$ cat src/rtl/train_dispatcher.sv
// train_dispatcher: collects a departure-order pattern, streams it to a train checker and reports the verdict.
// Define TRAIN_DISPATCHER_PERM_CHECK_EN to validate the pattern as a permutation of 0..N-1 while in CHECK.
module train_dispatcher #(
   parameter int MAX_CARS = 10,
   parameter int TIMEOUT  = 127
) (
   input  logic       clk,
   input  logic       rst_n,
   input  logic       s_valid,
   output logic       s_ready,
   input  logic [3:0] s_data,
   input  logic       s_last,
   output logic       t_in_valid,
   output logic [3:0] t_data,
   input  logic       t_out_valid,
   input  logic       t_result,
   output logic       r_valid,
   output logic       r_result,
   output logic       r_err,
   output logic [7:0] r_count
);
   localparam int TW = $clog2(TIMEOUT + 1);
   typedef enum logic [2:0] {IDLE, COLLECT, CHECK, SEND, WAIT, REPORT} state_t;
   state_t        r_state, w_next;
   logic [3:0]    r_buf [MAX_CARS];
   logic [3:0]    r_n, r_idx;
   logic          r_ovf, r_err_f, r_res;
   logic [TW-1:0] r_tmo;
   logic [7:0]    r_cnt;
   logic          w_acc;
`ifdef TRAIN_DISPATCHER_PERM_CHECK_EN
   logic [15:0]   r_seen;
   logic          w_bad;
   assign w_bad = (r_buf[r_idx] >= r_n) || r_seen[r_buf[r_idx]];
`endif
   assign s_ready    = rst_n && (r_state == IDLE || r_state == COLLECT);
   assign w_acc      = s_valid && s_ready;
   assign t_in_valid = r_state == SEND;
   assign t_data     = t_in_valid ? ((r_idx == 4'd0) ? r_n : r_buf[r_idx - 4'd1]) : 4'd0;
   assign r_valid    = r_state == REPORT;
   assign r_result   = r_valid && r_res;
   assign r_err      = r_valid && r_err_f;
   assign r_count    = r_cnt;
   // next-state selection; the first SEND beat is the length, so SEND runs N+1 cycles
   always_comb begin
      w_next = r_state;
      case (r_state)
         IDLE:    w_next = w_acc ? (s_last ? CHECK : COLLECT) : IDLE;
         COLLECT: w_next = (w_acc && s_last) ? CHECK : COLLECT;
`ifdef TRAIN_DISPATCHER_PERM_CHECK_EN
         CHECK:   w_next = r_ovf ? REPORT : (r_idx != r_n - 4'd1) ? CHECK : (r_err_f || w_bad) ? REPORT : SEND;
`else
         CHECK:   w_next = r_ovf ? REPORT : SEND;
`endif
         SEND:    w_next = (r_idx == r_n) ? WAIT : SEND;
         WAIT:    w_next = (t_out_valid || r_tmo == TW'(TIMEOUT)) ? REPORT : WAIT;
         default: w_next = IDLE;
      endcase
   end
   // state, pattern buffer, flags and report counter
   always_ff @(posedge clk) begin
      if (!rst_n) begin
         r_state <= IDLE;
         r_n     <= '0;
         r_idx   <= '0;
         r_ovf   <= 1'b0;
         r_err_f <= 1'b0;
         r_res   <= 1'b0;
         r_tmo   <= '0;
         r_cnt   <= '0;
         for (int i = 0; i < MAX_CARS; i++) r_buf[i] <= '0;
`ifdef TRAIN_DISPATCHER_PERM_CHECK_EN
         r_seen  <= '0;
`endif
      end else begin
         r_state <= w_next;
         r_idx   <= (w_next != r_state) ? 4'd0 : r_idx + 4'd1;
         r_tmo   <= (r_state == WAIT) ? r_tmo + 1'b1 : '0;
         if (w_next == REPORT) r_cnt <= r_cnt + 8'd1;
         if (w_acc) begin
            if (r_state == IDLE) begin
               r_buf[0] <= s_data;
               r_n      <= 4'd1;
               r_ovf    <= 1'b0;
               r_err_f  <= 1'b0;
               r_res    <= 1'b0;
`ifdef TRAIN_DISPATCHER_PERM_CHECK_EN
               r_seen   <= '0;
`endif
            end else if (r_n < 4'(MAX_CARS)) begin
               r_buf[r_n] <= s_data;
               r_n        <= r_n + 4'd1;
            end else begin
               r_ovf <= 1'b1;
            end
         end
`ifdef TRAIN_DISPATCHER_PERM_CHECK_EN
         if (r_state == CHECK) begin
            r_err_f              <= r_err_f | r_ovf | w_bad;
            r_seen[r_buf[r_idx]] <= 1'b1;
         end
`else
         if (r_state == CHECK) r_err_f <= r_ovf;
`endif
         if (r_state == WAIT) begin
            if (t_out_valid) r_res <= t_result;
            else if (r_tmo == TW'(TIMEOUT)) r_err_f <= 1'b1;
         end
      end
   end
endmodule

$ cat config.mk
export PLATFORM = sky130hd
export DESIGN_NAME = train_dispatcher
export DESIGN_NICKNAME = d
export VERILOG_FILES = /design/src/rtl/train_dispatcher.sv
export SDC_FILE = /design/constraint.sdc
export NUM_CORES = 1
export LEC_CHECK = 0
export BUFFER_PORTS_ARGS = -buffer_cell sky130_fd_sc_hd__buf_2
export CAP_MARGIN = 5
export CORE_ASPECT_RATIO = 1.1
export CORE_MARGIN = 1
export CORE_UTILIZATION = 49
export DETAILED_ROUTE_END_ITERATION = 10
export GPL_TIMING_DRIVEN = 0
export PLACE_DENSITY = 0.73
export SLEW_MARGIN = 20
export SYNTH_ARGS = -nofsm -noshare
export SYNTH_HDL_FRONTEND = slang
export SYNTH_SLANG_ARGS = --single-unit
$ cat constraint.sdc
create_clock -name clk -period 3.2 [get_ports clk]
set_input_delay 0.32 -clock clk [delete_from_list [all_inputs] [get_ports clk]]
set_output_delay 0.32 -clock clk [all_outputs]
set_load 0.01 [all_outputs]
### After elaboration in Yosys (flattened, before gate mapping)

Memory sizes are Yosys's and may differ from the RTL's.
Index checks and enable logic that the tools add are counted.

* add/sub/neg operators: 5
* muxes and demuxes: 37
* reductions and logical operators: 15
* bitwise logic cells: 2
* equality and inequality tests: 10
* order comparisons: 1

Operators by type and width (count)
* $mux W4: 7
* $mux W1: 24
* $pmux W3 S5: 1
* $eq A3 B3 Y1 const B: 3
* $add A4 B1 Y4 const B: 2
* $add A8 B1 Y8 const B: 1
* $add A7 B1 Y7 const B: 1
* $eq A7 B7 Y1 const B: 1
* $eq A3 B2 Y1 const B: 2
* $mux W2: 3
* $mux W3: 2
* $reduce_and A2 Y1: 3
* $logic_and A1 B1 Y1: 5
* $eq A4 B4 Y1: 1
* $logic_not A4 Y1: 1
* $lt A4 B4 Y1 const B: 1
* $reduce_or A4 Y1: 1
* $sub A4 B1 Y4 const B: 1
* $eq A3 B1 Y1 const B: 1
* $logic_not A3 Y1: 1
* $ne A3 B3 Y1: 1
* $logic_or A1 B1 Y1: 2
* $ne A2 B2 Y1 const B: 1
* $reduce_bool A2 Y1: 1
* 3 further kinds: 3

* logic and storage cells: 79
* input bits: 10
* register bits: 29
* memories: 1
* RAM bits: 40
* output and inout port bits: 17

Memory list
* r_buf: words 10, bits a word 4, rd ports 1, clocked after memory_dff 0, wr ports 10, RTL line 25 `logic [3:0] r_buf [MAX_CARS];`

### Logic depth before layout (Yosys ltp)

* depth after elaboration: 9
* mapped depth: 9
* depth with buffers taken out: 7

### Worst setup path after synthesis

No wires, ideal clock.

* kind: reg-to-output
* from: register r_idx[0]
* to: output t_data[1]
* setup slack: 0.604 ns
* data arrival time: 2.276 ns
* path buffers: 3
* stages on the path, launching flop included: 10
* data required time: 2.880 ns
* cells stage by stage: dfxtp_1 > buf_2 > inv_1 > ha_1 > buf_2 > clkbuf_1 > mux4_2 > a22oi_1 > nand2_1 > a22o_1

* word-level cells in the longest chain between the ends: 4
* elaborated cells between the ends (all ways): 5
* classes of those cells: add/sub (1); mux (2); reduce/logical (1); memory (1)

Ends and longest elaborated chain
* start, declared: RTL line 26 `logic [3:0] r_n, r_idx;`
* start signal, assigned: RTL line 77 `r_idx <= (w_next != r_state) ? 4'd0 : r_idx + 4'd1;`
* $sub A4 B1 Y4: RTL line 39 `assign t_data = t_in_valid ? ((r_idx == 4'd0) ? r_n : r_buf[r_idx - 4'd1]) : 4'd0;`
* $mem_v2 Z10 W4
* $mux W4 * (2 in series): RTL line 39
* end, declared: RTL line 14 `output logic [3:0] t_data,`

Every way passes the cells marked *; elsewhere a longest branch is shown, timed or not.

### Worst setup path after layout

Ends and elaborated chain as after synthesis.

==> impl_metrics.env <==
export IMPL_leakage_uw=0.00198
export IMPL_area_growth_synth_to_final_pct=14.3
export IMPL_cts_reportedPaths_clkPinSlew_ns=0.09
export IMPL_rsz0062_at_grt="no"
export IMPL_die_area_um2=9280
export IMPL_clock_skew_ns=0.00826
export IMPL_design_area_um2=4980
export IMPL_criticalPathCategory="reg2out"
export IMPL_synthCells=370
export IMPL_tightest_slew_ns=0.742
export IMPL_worst_slack_ns=0.147
export IMPL_synth_warnings=0
export IMPL_finalNetCount=446
export IMPL_hold_buffers=0
export IMPL_globalRoute_totalOverflow=0
export IMPL_grt_first_pass_wirelength_um=14600
export IMPL_grt_start_max_net_pins=17
export IMPL_drt_iter0_drc=197
export IMPL_place_ws_ns=-0.189
export IMPL_synth_area_leaders="edfxtp_1, dfxtp_1, mux4_2"
export IMPL_power_density_nw_per_um2=542
export IMPL_num_rows=35
export IMPL_rrSetupSlack_ns=0.94
export IMPL_setup_violations=0
export IMPL_firstDrtPassIters=4
export IMPL_period_needed_ns=3.05
export IMPL_cts_buffers=9
export IMPL_clkSinkCount=93
export IMPL_post_route_util=0.587
export IMPL_placed_area_um2=4710
export IMPL_dp_final_hpwl_um=6560
export IMPL_post_cts_buffers=0
export IMPL_synthesis_area_um2=4360
export IMPL_r2r_start="r_n[1]"
export IMPL_finalWirelength_um=9000
export IMPL_hp_class="in2reg"
export IMPL_cts_tree="done"
export IMPL_crit_path_end_kind="primary output"
export IMPL_clk_insertion_delay_late_ns=0.36
export IMPL_diodes=0
export IMPL_crit_arrival_ns=2.73
export IMPL_setup_tns_ns=0
export IMPL_grt_pass1_vias=2929
export IMPL_die_x_um=91.9
export IMPL_worst_path_max_fanout=10
export IMPL_dp_cells=530
export IMPL_cts_root_buf="clkbuf_8"
export IMPL_core_area_um2=8500
export IMPL_ys_seq_elements=93
export IMPL_yosysTopAreaCell="edfxtp_1"
export IMPL_die_h_um=101
export IMPL_hold_path_end="r_res"
export IMPL_startpoint_type="flop"
export IMPL_ir_worst_vdd_uv=228
export IMPL_start_util=0.513
export IMPL_reg2reg_depth=7
export IMPL_cap_violations=0
export IMPL_required_ns=2.88
export IMPL_synth_edf_count=64
export IMPL_portBuffers=26
export IMPL_hp_start="t_result"
export IMPL_vias=2938
export IMPL_route_detailed_drc=0
export IMPL_r2r_end="r_buf[2][1]"
export IMPL_gp_congestion=0.927
export IMPL_drive_gt1_frac=0.193
export IMPL_drv_slew=0
export IMPL_hold_viol_final=0
export IMPL_antenna_found_initial=0
export IMPL_wl_per_cell_um=16.5
export IMPL_fin_cells=546
export IMPL_cts_buffer_depth=2
export IMPL_max_freq_mhz=328
export IMPL_async_reset_ff_frac=0
export IMPL_yosys_cell_types_count=51
export IMPL_htree_levels=3
export IMPL_synth_top_area_share=0.441
export IMPL_n_fill_cell=744
export IMPL_syn_area_per_cell_um2=11.8
export IMPL_num_io_pins=27
export IMPL_seq_area_frac_synth=0.574
export IMPL_synthFlopType="edfxtp_1"
export IMPL_via_per_inst=5.38
export IMPL_relSlewSlack=0.500
export IMPL_holdPathStages=3
export IMPL_ant_nets=0
export IMPL_fin_crit_sh=0.954
export IMPL_track_usage=0.210
export IMPL_outcome="complete, no violations"
placed cells by master (no fill, tap or decap), drive strengths merged, types with 2 or more instances in the layout:
| cell | count |
|---|---|
| a21oi | 11 |
| a22o | 4 |
| a22oi | 9 |
| a31oi | 3 |
| and2 | 2 |
| and3 | 5 |
| and4 | 3 |
| buf | 39 |
| bufinv | 3 |
| clkbuf | 14 |
| clkinv | 3 |
| conb | 24 |
| dfxtp | 29 |
| edfxtp | 64 |
| ha | 6 |
| inv | 14 |
| mux2i | 7 |
| mux4 | 16 |
| nand2 | 41 |
| nand2b | 6 |
| nand3 | 13 |
| nand4 | 9 |
| nor2 | 63 |
| nor3 | 4 |
| o21ai | 9 |
| o31ai | 2 |
| xnor2 | 10 |
| xor2 | 6 |
critical path, cell delays in order (launching register included):
cell and delay (ns):
dfxtp_2 0.39, buf_8 0.18, inv_1 0.08, ha_1 0.28, clkbuf_4 0.21, clkbuf_8 0.21, mux4_2 0.32, a22oi_1 0.21
nand2_1 0.11, a22o_1 0.22, buf_2 0.15
where the power goes:
group          total, uW  switching [uW]  leakage [uW]  internal, uW
clock network        951             426      0.000124           524
logic                396             231      0.000954           165
registers           1350            21.6      0.000897          1330
Yosys cell counts (4+ instances only):
cell / number
edfxtp_1: 64
nor2_1: 63
nand2_1: 41
dfxtp_1: 29
mux4_2: 16
nand3_1: 13
inv_1: 12
buf_2: 11
a21oi_1: 10
xnor2_1: 10
a22oi_1: 9
o21ai_0: 8
mux2i_1: 7
nand4_1: 7
ha_1: 6
nand2b_1: 6
xor2_1: 6
and3_1: 5
a22o_1: 4
clkbuf_1: 4
cells by family after synthesis:
kind of cell | Yosys count | synth area share
other | 1 | 0.000860
and+or+nand+nor | 152 | 0.164
muxes | 24 | 0.101
DFF | 93 | 0.574
buffers and inverters | 31 | 0.0324
xor gates and xnor gates | 16 | 0.0321
AOI/OAI and AO/OA | 47 | 0.0778
adders and majority gates | 6 | 0.0172
per-stage QoR:
stage	power [uW]	hold WS [ns]
after global placement	1760	0.430
after detailed placement	1770	0.441
final	2700	0.223
after floorplan	1660	0.418
after global routing	2810	0.234
after CTS	2710	0.227
repair_timing:
action                     4_1_cts  5_1_grt
pin swaps                        0        0
setup endpoints to repair        4        4
resized for setup                5        3
metal layers:
layer  global-route usage  vias to the layer above  part of all wire
li1                     -                     1437                 -
met1                0.269                     1432              0.45
met2                0.352                       56              0.50
met3               0.0370                       13             0.035
met4               0.0889                        0             0.018
met5                    0                        -                 0
registers in the layout (all words and copies together), names as in the netlist:
register  cells
r_buf        64
r_count       8
r_err_f       1
r_idx         4
r_n           4
r_ovf         1
r_res         1
r_state       3
r_tmo         7
how the worst max path moves through the flow:
stage | from | end | slack, ns | cells after the start
2_1_floorplan | r_idx[0] | t_data[1] | 0.60 | 9
3_3_place_gp | r_idx[0] | t_data[1] | -0.18 | 10
3_5_place_dp | r_idx[0] | t_data[1] | -0.19 | 10
4_1_cts | r_idx[0] | t_data[1] | 0.001 | 10
5_1_grt | r_idx[0] | t_data[0] | 0.01 | 10
6_report | r_idx[0] | t_data[1] | 0.15 | 10
area by class of cell:
cell class | count | area [um2] | share of cell area
inverters | 13 | 48.8 | 0.00979
clock inverters | 7 | 121 | 0.0244
clock buffers | 9 | 124 | 0.0249
multi-input cells | 269 | 1800 | 0.362
well taps | 111 | 139 | 0.0279
repair buffers | 26 | 130 | 0.0261
flip-flops and latches | 93 | 2500 | 0.502
plain buffers | 18 | 115 | 0.0231
(Power assumes the default switching activity.)
